**src/rtl/hs_bus_amba_axi_typedefs_pkg.sv**
```systemverilog
// Shared AXI type definitions and helpers for the hs_bus AMBA slave-side blocks.
package hs_bus_amba_axi_typedefs_pkg;

    typedef enum logic [1:0] {
        AXI_BURST_FIXED = 2'b00,
        AXI_BURST_INCR  = 2'b01,
        AXI_BURST_WRAP  = 2'b10,
        AXI_BURST_RSVD  = 2'b11
    } axburst_e;

    typedef enum logic {
        GEN_IDLE  = 1'b0,
        GEN_BURST = 1'b1
    } burst_gen_state_e;

    localparam int unsigned AXI_4KB_SHIFT = 12;

    // AxSIZE encoding of a full-width beat on a bus of the given bit width.
    function automatic logic [2:0] get_axsize(input int unsigned data_width);
        logic [2:0] r_size;
        r_size = '0;
        for (int unsigned i = 0; i < 8; i++) begin
            if ((32'd8 << i) == data_width) r_size = 3'(i);
        end
        return r_size;
    endfunction

    function automatic logic axlen_wrap_legal(input logic [7:0] len);
        return (len == 8'd1) || (len == 8'd3) || (len == 8'd7) || (len == 8'd15);
    endfunction

endpackage

```
**src/rtl/hs_bus_amba_axi_strb_calc.sv**
```systemverilog
// Byte-lane strobe for one beat: lanes from the beat address up to the end of
// its size-aligned container, both taken modulo the bus width in bytes.
module hs_bus_amba_axi_strb_calc #(
    parameter int unsigned DATA_WIDTH = 64,
    parameter int unsigned LANE_BITS  = (DATA_WIDTH > 8) ? $clog2(DATA_WIDTH / 8) : 1
) (
    input  logic [LANE_BITS-1:0]    i_addr_lo,
    input  logic [2:0]              i_size,
    output logic [DATA_WIDTH/8-1:0] o_strb
);

    localparam int unsigned LANES = DATA_WIDTH / 8;

    int unsigned w_bytes;
    int unsigned w_lo;
    int unsigned w_hi;

    always_comb begin
        w_bytes = 32'd1 << i_size;
        w_lo    = 32'(i_addr_lo) % LANES;
        w_hi    = ((32'(i_addr_lo) & ~(w_bytes - 32'd1)) + w_bytes - 32'd1) % LANES;
        o_strb  = '0;
        for (int unsigned i = 0; i < LANES; i++) begin
            o_strb[i] = (i >= w_lo) && (i <= w_hi);
        end
    end

endmodule

```
**src/rtl/hs_bus_amba_axi_burst_addr_gen.sv**
```systemverilog
// Expands one AXI AW/AR command into a registered per-beat stream of address,
// strobe, index and last flag; illegal commands still produce len+1 beats.
module hs_bus_amba_axi_burst_addr_gen
    import hs_bus_amba_axi_typedefs_pkg::*;
#(
    parameter int unsigned ADDR_WIDTH = 32,
    parameter int unsigned DATA_WIDTH = 64,
    parameter int unsigned LEN_WIDTH  = 8
) (
    input  logic                    clk_i,
    input  logic                    rst_i,
    input  logic                    cmd_valid_i,
    output logic                    cmd_ready_o,
    input  logic [ADDR_WIDTH-1:0]   cmd_addr_i,
    input  logic [LEN_WIDTH-1:0]    cmd_len_i,
    input  logic [2:0]              cmd_size_i,
    input  axburst_e                cmd_burst_i,
    output logic                    beat_valid_o,
    input  logic                    beat_ready_i,
    output logic [ADDR_WIDTH-1:0]   beat_addr_o,
    output logic [DATA_WIDTH/8-1:0] beat_strb_o,
    output logic [LEN_WIDTH-1:0]    beat_idx_o,
    output logic                    beat_last_o,
    output logic                    beat_err_o,
    output logic                    err_o
);

    localparam int unsigned AW        = ADDR_WIDTH;
    localparam int unsigned LANE_BITS = (DATA_WIDTH > 8) ? $clog2(DATA_WIDTH / 8) : 1;
    localparam logic [2:0]  MAX_SIZE  = get_axsize(DATA_WIDTH);

    burst_gen_state_e r_state, w_state_nxt;

    logic                    r_valid;
    logic [AW-1:0]           r_addr;
    logic [DATA_WIDTH/8-1:0] r_strb;
    logic [LEN_WIDTH-1:0]    r_idx;
    logic                    r_last;
    logic                    r_err;
    logic                    r_err_pulse;

    axburst_e                r_mode;
    logic [2:0]              r_size;
    logic [LEN_WIDTH-1:0]    r_len;
    logic                    r_illegal;
    logic [AW-1:0]           r_bound;
    logic [AW-1:0]           r_wrap_end;

    logic                    w_cmd_ready;
    logic                    w_cmd_hs;
    logic                    w_beat_hs;
    logic                    w_last_hs;

    logic [AW-1:0]           w_cmd_bytes;
    logic [AW-1:0]           w_cmd_aligned;
    logic [AW-1:0]           w_cmd_total;
    logic [AW-1:0]           w_cmd_end;
    logic [AW-1:0]           w_cmd_bound;
    logic                    w_cmd_illegal;
    axburst_e                w_cmd_mode;

    logic [AW-1:0]           w_bytes;
    logic [AW-1:0]           w_sum;
    logic [AW-1:0]           w_next_addr;
    logic [LEN_WIDTH-1:0]    w_next_idx;
    logic [LANE_BITS-1:0]    w_sc_addr_lo;
    logic [2:0]              w_sc_size;
    logic [DATA_WIDTH/8-1:0] w_strb;

    always_comb begin
        w_state_nxt = r_state;
        w_beat_hs   = r_valid && beat_ready_i;
        w_last_hs   = w_beat_hs && r_last;
        w_cmd_ready = ((r_state == GEN_IDLE) || w_last_hs) && !rst_i;
        w_cmd_hs    = cmd_valid_i && w_cmd_ready;
        case (r_state)
            GEN_IDLE:  if (w_cmd_hs) w_state_nxt = GEN_BURST;
            GEN_BURST: if (w_last_hs && !w_cmd_hs) w_state_nxt = GEN_IDLE;
            default:   w_state_nxt = GEN_IDLE;
        endcase
    end

    always_ff @(posedge clk_i) begin
        if (rst_i) r_state <= GEN_IDLE;
        else       r_state <= w_state_nxt;
    end

    // Legality and per-command geometry, all modulo 2^ADDR_WIDTH.
    always_comb begin
        w_cmd_bytes   = AW'(1) << cmd_size_i;
        w_cmd_aligned = cmd_addr_i & ~(w_cmd_bytes - AW'(1));
        w_cmd_total   = (AW'(cmd_len_i) + AW'(1)) << cmd_size_i;
        w_cmd_end     = w_cmd_aligned + w_cmd_total - AW'(1);
        w_cmd_bound   = cmd_addr_i & ~(w_cmd_total - AW'(1));
        w_cmd_illegal = cmd_size_i > MAX_SIZE;
        case (cmd_burst_i)
            AXI_BURST_FIXED: if (32'(cmd_len_i) > 32'd15) w_cmd_illegal = 1'b1;
            AXI_BURST_INCR: begin
                if ((w_cmd_aligned >> AXI_4KB_SHIFT) != (w_cmd_end >> AXI_4KB_SHIFT))
                    w_cmd_illegal = 1'b1;
            end
            AXI_BURST_WRAP: begin
                if (!axlen_wrap_legal(8'(cmd_len_i)) || (cmd_addr_i != w_cmd_aligned))
                    w_cmd_illegal = 1'b1;
            end
            default: w_cmd_illegal = 1'b1;
        endcase
        w_cmd_mode = w_cmd_illegal ? AXI_BURST_INCR : cmd_burst_i;
    end

    always_comb begin
        w_bytes    = AW'(1) << r_size;
        w_sum      = r_addr + w_bytes;
        w_next_idx = r_idx + LEN_WIDTH'(1);
        case (r_mode)
            AXI_BURST_FIXED: w_next_addr = r_addr;
            AXI_BURST_WRAP:  w_next_addr = (w_sum == r_wrap_end) ? r_bound : w_sum;
            default:         w_next_addr = (r_addr & ~(w_bytes - AW'(1))) + w_bytes;
        endcase
        w_sc_addr_lo = w_cmd_hs ? cmd_addr_i[LANE_BITS-1:0] : w_next_addr[LANE_BITS-1:0];
        w_sc_size    = w_cmd_hs ? cmd_size_i : r_size;
    end

    hs_bus_amba_axi_strb_calc #(
        .DATA_WIDTH (DATA_WIDTH),
        .LANE_BITS  (LANE_BITS)
    ) u_strb_calc (
        .i_addr_lo  (w_sc_addr_lo),
        .i_size     (w_sc_size),
        .o_strb     (w_strb)
    );

    always_ff @(posedge clk_i) begin
        if (rst_i) begin
            r_valid     <= 1'b0;
            r_addr      <= '0;
            r_strb      <= '0;
            r_idx       <= '0;
            r_last      <= 1'b0;
            r_err       <= 1'b0;
            r_err_pulse <= 1'b0;
            r_mode      <= AXI_BURST_FIXED;
            r_size      <= '0;
            r_len       <= '0;
            r_illegal   <= 1'b0;
            r_bound     <= '0;
            r_wrap_end  <= '0;
        end else begin
            r_err_pulse <= 1'b0;
            if (w_cmd_hs) begin
                r_valid     <= 1'b1;
                r_addr      <= cmd_addr_i;
                r_strb      <= w_cmd_illegal ? '0 : w_strb;
                r_idx       <= '0;
                r_last      <= (cmd_len_i == '0);
                r_err       <= w_cmd_illegal;
                r_err_pulse <= w_cmd_illegal;
                r_mode      <= w_cmd_mode;
                r_size      <= cmd_size_i;
                r_len       <= cmd_len_i;
                r_illegal   <= w_cmd_illegal;
                r_bound     <= w_cmd_bound;
                r_wrap_end  <= w_cmd_bound + w_cmd_total;
            end else if (w_beat_hs) begin
                if (r_last) begin
                    r_valid <= 1'b0;
                    r_last  <= 1'b0;
                    r_err   <= 1'b0;
                end else begin
                    r_addr  <= w_next_addr;
                    r_strb  <= r_illegal ? '0 : w_strb;
                    r_idx   <= w_next_idx;
                    r_last  <= (w_next_idx == r_len);
                end
            end
        end
    end

    assign cmd_ready_o  = w_cmd_ready;
    assign beat_valid_o = r_valid;
    assign beat_addr_o  = r_addr;
    assign beat_strb_o  = r_strb;
    assign beat_idx_o   = r_idx;
    assign beat_last_o  = r_last;
    assign beat_err_o   = r_err;
    assign err_o        = r_err_pulse;

endmodule

```
**config.mk**
```make
export PLATFORM = sky130hd
export DESIGN_NAME = hs_bus_amba_axi_burst_addr_gen
export DESIGN_NICKNAME = d
export VERILOG_FILES = /design/src/rtl/hs_bus_amba_axi_typedefs_pkg.sv /design/src/rtl/hs_bus_amba_axi_strb_calc.sv /design/src/rtl/hs_bus_amba_axi_burst_addr_gen.sv
export SDC_FILE = /design/constraint.sdc
export NUM_CORES = 1
export LEC_CHECK = 0
export CORE_MARGIN = 10
export CORE_UTILIZATION = 45
export CTS_BUF_LIST = sky130_fd_sc_hd__clkbuf_16
export CTS_CLUSTER_DIAMETER = 150
export CTS_CLUSTER_SIZE = 20
export DETAILED_ROUTE_END_ITERATION = 6
export PLACE_DENSITY = 0.75
export SETUP_SLACK_MARGIN = 0.05
export SYNTH_ARGS = -nofsm -noshare
export SYNTH_HDL_FRONTEND = slang
export SYNTH_HIERARCHICAL = 1
export SYNTH_SLANG_ARGS = --single-unit
```
**constraint.sdc**
```tcl
create_clock -name clk_i -period 8.9 [get_ports clk_i]
set_clock_uncertainty 0.15 [all_clocks]
set_input_delay 1.335 -clock clk_i [delete_from_list [all_inputs] [get_ports clk_i]]
set_output_delay 1.335 -clock clk_i [all_outputs]
set_load 0.05 [all_outputs]
```
; ---- Yosys cells after proc, flatten, opt, wreduce, memory -nomap -nowiden
; Index checks and enable logic that the tools add are counted.
[op_classes]
n_div = 0
n_mul = 0
bitwise_logic = 11
n_reduce_logical = 32
shifts = 4
add_sub_neg = 13
muxes = 27
n_lt_le_gt_ge = 18
eq_ne = 13
[op_table]
columns = op, count
row1 = 32-bit adder, 4
row2 = 32-bit two-way mux, 4
row3 = "32-bit by 1-bit subtractor with 32-bit output, second input constant", 4
row4 = 32-bit bitwise AND, 3
row5 = 32-bit NOT, 3
row6 = 32-bit one-hot mux with 2 select lines, 1
row7 = "1-bit by 3-bit << shifter with 32-bit output, first input constant", 2
row8 = 8-bit two-way mux, 5
row9 = 32-bit equality test, 1
row10 = 32-bit != test, 1
row11 = 9-bit by 3-bit << shifter with 32-bit output, 1
row12 = 20-bit != test, 1
row13 = 1-bit logical AND, 13
row14 = "3-bit greater-or-equal comparator, first input constant", 4
row15 = "3-bit less-or-equal comparator, first input constant", 4
row16 = 1-bit two-way mux, 12
row17 = "8-bit by 1-bit adder with 9-bit output, second input constant", 1
row18 = "8-bit by 1-bit adder with 8-bit output, second input constant", 1
row19 = "8-bit by 1-bit equality test with 1-bit output, second input constant", 1
row20 = "8-bit by 2-bit equality test with 1-bit output, second input constant", 1
row21 = "8-bit by 3-bit equality test with 1-bit output, second input constant", 1
row22 = "8-bit by 4-bit equality test with 1-bit output, second input constant", 1
row23 = 8-bit equality test, 1
row24 = "8-bit by 4-bit greater-than comparator with 1-bit output, second input constant", 1
row25 = other kinds (27), 47
[word_totals]
mem_bits_ro = 0
wordCells = 133
memories = 0
regBits = 131
mem_bits_rw = 0
out_inout_bits = 53
in_bits = 49
latchBits = 0

; ---- Depth between registers and ports, before layout
[depth]
ltp_word = 18
mapped_depth = 31
ltp_nobuf = 26

; ---- By module
; Netlist, hierarchy kept.
[modules_own_cells]
columns = module, seq_area_each_um2, area_each_um2, cells_each, n_inst
row1 = hs_bus_amba_axi_burst_addr_gen, 2622.5, 14305.0, 1984, 1
row2 = hs_bus_amba_axi_strb_calc, 0.0, 211.5, 30, 1

; ---- Worst setup path before layout
; No wires, ideal clock.
[synth_timing]
kind = input to register
from = input port cmd_size_i[0]
to = register r_strb[0] (netlist: beat_strb_o[0])
n_path_buf = 7
required_time_ns = 8.690
path_slack_ns = 2.119
cell_stages = 27
arrival_ns = 6.571
path_cell_list = buf_6 buf_4 buf_2 buf_4 buf_2 nand2_1 ha_1 or3b_1 buf_2 clkbuf_1 nand2_1 ha_1 inv_1 ha_1 and3_1 a31oi_1 o21ai_0 a21oi_2 o21ai_1 and3_1 mux2_2 or4_1 or4_1 o32a_1 nor2_1 o21a_2 a22o_1
[synth_between]
elab_chain_cells = 13
elab_cells_between_ends = 29
classes_between = add/sub: 6 / order compare: 2 / eq/ne: 2 / shift: 3 / mux: 10 / bitwise: 4 / reduce/logical: 2
[synth_lines]
columns = element, line
row1 = from (decl), hs_bus_amba_axi_burst_addr_gen.sv:16  ; input logic [2:0] cmd_size_i,
row2 = "parallel branches: the longest is 12 deep, another holds 32-bit by 1-bit subtractor with 32-bit output", n/a
row3 = 8-bit two-way mux *, hs_bus_amba_axi_burst_addr_gen.sv:150  ; if (w_cmd_hs) begin
row4 = to (signal assigned), hs_bus_amba_axi_burst_addr_gen.sv:153  ; r_strb <= w_cmd_illegal ? '0 : w_strb;
row5 = to (signal assigned), hs_bus_amba_axi_burst_addr_gen.sv:171  ; r_strb <= r_illegal ? '0 : w_strb;
row6 = to (decl), hs_bus_amba_axi_burst_addr_gen.sv:36  ; logic [DATA_WIDTH/8-1:0] r_strb;
; Every way passes the cells marked *. The select of a mux whose other input is x is not followed.
; A chain may end at the register's enable or synchronous reset.

; ---- Worst setup path in the final report
[layout_timing]
from = register r_size[0]
to = register r_strb[2] (netlist: beat_strb_o[2])
[layout_between]
elab_chain_cells = 16
elab_cells_between_ends = 25
classes_between = add/sub: 6 / order compare: 2 / eq/ne: 1 / shift: 2 / mux: 9 / bitwise: 4 / reduce/logical: 1
[layout_lines]
columns = element, line
row1 = from (decl), hs_bus_amba_axi_burst_addr_gen.sv:43  ; logic [2:0] r_size;
row2 = from (signal assigned), hs_bus_amba_axi_burst_addr_gen.sv:159  ; r_size <= cmd_size_i;
row3 = 1-bit by 3-bit << shifter with 32-bit output *, hs_bus_amba_axi_burst_addr_gen.sv:112  ; w_bytes = AW'(1) << r_size;
row4 = 32-bit by 1-bit subtractor with 32-bit output, hs_bus_amba_axi_burst_addr_gen.sv:118  ; default: w_next_addr = (r_addr & ~(w_bytes - AW'(1))) + w_bytes;
row5 = 32-bit NOT, hs_bus_amba_axi_burst_addr_gen.sv:118
row6 = 32-bit bitwise AND, hs_bus_amba_axi_burst_addr_gen.sv:118
row7 = 32-bit adder, hs_bus_amba_axi_burst_addr_gen.sv:118
row8 = 32-bit one-hot mux with 2 select lines *, hs_bus_amba_axi_burst_addr_gen.sv:115  ; case (r_mode)
row9 = 3-bit two-way mux *, hs_bus_amba_axi_burst_addr_gen.sv:120  ; w_sc_addr_lo = w_cmd_hs ? cmd_addr_i[LANE_BITS-1:0] : w_next_addr[LANE_BITS-1:0];
row10 = named net w_sc_addr_lo[1], hs_bus_amba_axi_burst_addr_gen.sv:66  ; logic [LANE_BITS-1:0] w_sc_addr_lo;
row11 = (+2 left out), n/a
row12 = 3-bit by 1-bit subtractor with 3-bit output, hs_bus_amba_axi_strb_calc.sv:21  ; w_hi = ((32'(i_addr_lo) & ~(w_bytes - 32'd1)) + w_bytes - 32'd1) % LANES;
row13 = 2-bit by 3-bit less-or-equal comparator with 1-bit output, hs_bus_amba_axi_strb_calc.sv:24  ; o_strb[i] = (i >= w_lo) && (i <= w_hi);
row14 = 1-bit logical AND *, hs_bus_amba_axi_strb_calc.sv:24
row15 = named net w_strb[2], hs_bus_amba_axi_burst_addr_gen.sv:68  ; logic [DATA_WIDTH/8-1:0] w_strb;
row16 = 8-bit two-way mux, hs_bus_amba_axi_burst_addr_gen.sv:171
row17 = 8-bit two-way mux, hs_bus_amba_axi_burst_addr_gen.sv:165  ; if (r_last) begin
row18 = 8-bit two-way mux, hs_bus_amba_axi_burst_addr_gen.sv:164  ; end else if (w_beat_hs) begin
row19 = 8-bit two-way mux *, hs_bus_amba_axi_burst_addr_gen.sv:150
; The timed path passes the listed nets; every way through them passes the cells marked *. The select of a mux whose other input is x is not followed.

==> flow_metrics.py <==
metrics = {
    "floorplanning": {
        "core_um2": 31720,
        "die-area_um2": 39840,
        "die_h_um": 199.6,
        "ios": 102,
        "die_w_um": 199.6,
        "num_rows": 65,
        "initial_core_util_pct": 45.77,
    },
    "place": {
        "post-dp-hpwl_um": 41040,
        "place_congestion": 0.9977,
        "post_dp_cell_area_um2": 15520,
        "io_buffers": 101,
        "dp_slack_ps": 729.9,
    },
    "detailed_routing": {
        "wl_um": 52680,
        "dr_total_vias": 15480,
        "drt-initial-drc-count": 1896,
        "avgViaCountPerCell": 6.407,
        "drtAntennaViolNets": 0,
        "remaining_drc_errors": 0,
        "dr.pass1.iters": 6,
        "wire_per_inst_um": 21.80,
    },
    "grt": {
        "grt_max_degree": 69,
        "antenna_found_initial": 0,
        "track_usage_pct": 25.77,
        "grt_pass1_vias": 14320,
        "grt_pass1_wl_um": 81700,
        "overflow": 0,
    },
    "layout": {
        "final_area_um2": 16070,
        "fill_cells": 3162,
        "multi_input_area_um2": 10800,
        "regArea_um2": 2623,
        "syn_to_final_growth_pct": 10.68,
        "diodes": 0,
        "final_nets": 2128,
        "layout-drive-gt1-share_pct": 6.703,
    },
    "power": {
        "p_per_area_nw_per_um2": 136.4,
        "p_leak_nw": 6.418,
        "vdd_drop_max_uv": 114.9,
    },
    "timing": {
        "finalCriticalPeriod_ps": 7868,
        "final_max_slew_viol_count": 0,
        "fmax_ghz": 0.1271,
        "period_share_pct": 88.40,
        "hold_violations": 0,
        "whs_ps": 309.1,
        "rsz0062_at_grt": "false",
        "setup_viol": 0,
        "tightest_slew_ps": 1383,
        "fin_ws_ps": 1032,
        "slew_headroom_pct": 6.942,
        "finalSetupTns_ps": 0,
    },
    "setup_path": {
        "worstPathArrival_ps": 8030,
        "max_stage_delay_ps": 670,
        "crit_path_top_delay_cell": "a31oi_1",
        "end_kind": "register",
        "cp_max_fo": 11,
        "reg2reg_depth": 26,
        "crit_start": "r_size[0]",
        "r2r-start": "r_size[0]",
        "critPathLaunchType": "register",
        "criticalPathCategory": "reg -> reg",
        "worstPathRequired_ps": 9060,
    },
    "logic_synthesis": {
        "ys.flop_type": "dfxtp_1",
        "yosys.area.top_type": "dfxtp_1",
        "syn_inst": 2014,
        "yosysWarnings": 6,
        "ys_seq_area_share_pct": 18.07,
        "netlist_area_um2": 14520,
        "synth-edff-count": 0,
        "synthesis.nets": 2139,
        "synth_seq_cells": 131,
        "synth.distinct_cells": 106,
        "synthTopCellsByArea": "dfxtp_1 (18%), ha_1 (6.5%), nand2_1 (6.0%), xnor2_1 (5.6%), o21ai_0 (4.0%)",
        "synthArstFlopShare_pct": 0,
        "syn-mean-instance-area_um2": 7.208,
        "synth_top_area_share_pct": 18.07,
    },
    "clock_network": {
        "clk_latency_ps": 420,
        "cts_max_path_buffers": 2,
        "cts_resized": 0,
        "clock-root-buffer": "clkbuf_16",
        "cts_sinks": 131,
        "clk_pin_slew_worst_paths_ps": 60,
        "post_cts_buffers": 0,
        "cts_hold_buf": 0,
        "numCtsBuffers": 17,
        "h-tree-depth": 4,
        "cts_tree": "built",
    },
    "run_status": {
        "outcome": "complete, no violations",
    },
    "min_path": {
        "hold_class": "reg -> reg",
        "hold_depth": 2,
        "min_from": "r_illegal",
    },
    "flow_run": {
        "drv_cap": 0,
    },
}
## critical path, delay by kind of cell (launching register included)
family / cells / cell delay, ps
AO/OA/AOI/OAI: 10 / 3260
XOR/XNOR: 1 / 290
adder cells (fa/ha/maj): 3 / 870
buffers and inverters: 2 / 280
flip-flops: 1 / 570
multiplexers: 1 / 180
AND/OR/NAND/NOR: 9 / 2150
## sequential cells by signal, summed over array words and instances, names as in the netlist
name,cells
beat_valid_o,1
r_illegal,1
r_size,3
beat_idx_o,8
r_mode,2
r_wrap_end,32
r_state,1
err_o,1
beat_strb_o,8
beat_err_o,1
beat_last_o,1
beat_addr_o,32
r_bound,32
r_len,8
## kinds of logic (layout without fill, tap and decap cells)
kind of cell	after synthesis	in the layout	share of synthesized area, %
fa+ha+maj	76	76	6.602
compound gates	543	543	26.62
flops	131	131	18.07
mux	55	55	4.034
xor+xnor	156	156	10.03
simple gates	784	784	27.02
buf+inv	269	269	7.619
## final timing paths
| path | slack, ps | endpoint |
|---|---|---|
| worst max register to register | 1030 | beat_strb_o[2] |
| worst min-delay path | 310 | r_illegal |
| worst max-delay path | 1030 | beat_strb_o[2] |
| worst min register to register | 310 | r_illegal |
## per-stage QoR
stage                     util, %  cells  power, mW
final                       50.65   2416      2.191
after CTS                   50.65   2416      2.176
after detailed placement    48.93   2386      1.521
after global placement      48.93   2386      1.515
after global routing        50.65   2416      2.295
after floorplan                 -   2014      1.281
## synth_stat cells, types with 11 or more instances
| cell | count |
|---|---|
| o21bai_1 | 12 |
| inv_1 | 115 |
| a22o_1 | 17 |
| nor2b_1 | 19 |
| nor2_1 | 144 |
| dfxtp_1 | 131 |
| a31oi_1 | 22 |
| o21ai_0 | 117 |
| and3_1 | 28 |
| a2111oi_0 | 15 |
| o31ai_1 | 11 |
| mux2i_1 | 30 |
| nand2_1 | 231 |
| xnor2_1 | 92 |
| or2_2 | 11 |
| ha_1 | 75 |
| o21a_1 | 16 |
| buf_2 | 23 |
| nand4_1 | 48 |
| o211ai_1 | 22 |
| nor3_1 | 62 |
| nor4_1 | 26 |
| and2_1 | 20 |
| mux2_2 | 20 |
| nand2b_1 | 26 |
| a221oi_1 | 33 |
| a21o_1 | 38 |
| or3_1 | 11 |
| clkbuf_1 | 102 |
| a211oi_1 | 14 |
| xor2_1 | 56 |
| nand3_1 | 95 |
| a21oi_1 | 96 |
## layout make-up
type,count,share of cell area (%)
clock buffers,17,2.648
clock inverters,13,0.7632
inverters,120,2.804
multi-input cells,1614,67.23
flip-flops and latches,131,16.32
well taps,402,3.131
repair buffers,119,7.102
## layout by cell type (no fill, tap or decap), types with 20 or more instances in the layout
| cell | netlist | final |
|---|---|---|
| nand2_1 | 231 | 230 |
| nor2_1 | 144 | 142 |
| dfxtp_1 | 131 | 131 |
| inv_1 | 115 | 117 |
| o21ai_0 | 117 | 117 |
| clkdlybuf4s50_1 | 0 | 100 |
| a21oi_1 | 96 | 96 |
| nand3_1 | 95 | 95 |
| xnor2_1 | 92 | 92 |
| ha_1 | 75 | 75 |
| nor3_1 | 62 | 62 |
| xor2_1 | 56 | 56 |
| nand4_1 | 48 | 48 |
| a21o_1 | 38 | 38 |
| a221oi_1 | 33 | 33 |
| mux2i_1 | 30 | 30 |
| and3_1 | 28 | 28 |
| nor4_1 | 26 | 26 |
| nand2b_1 | 26 | 26 |
| o211ai_1 | 22 | 22 |
| a31oi_1 | 22 | 22 |
| mux2_2 | 20 | 20 |
## report_power, final
group          switching [mW]  internal (mW)
clock network           0.259          0.403
logic                   0.532          0.315
registers              0.0558          0.626
total                   0.847           1.34
## metal layers
metal / vias up / GRT usage, % / wire length [um]
met1: 7349 / 35.10 / 23350
met4: 0 / 10.40 / 1748
li1: 7324 / - / -
met3: 92 / 3.600 / 4073
met2: 715 / 39.97 / 23510
met5: - / 0 / 0
Note: power is estimated with default switching activity, not from simulation.
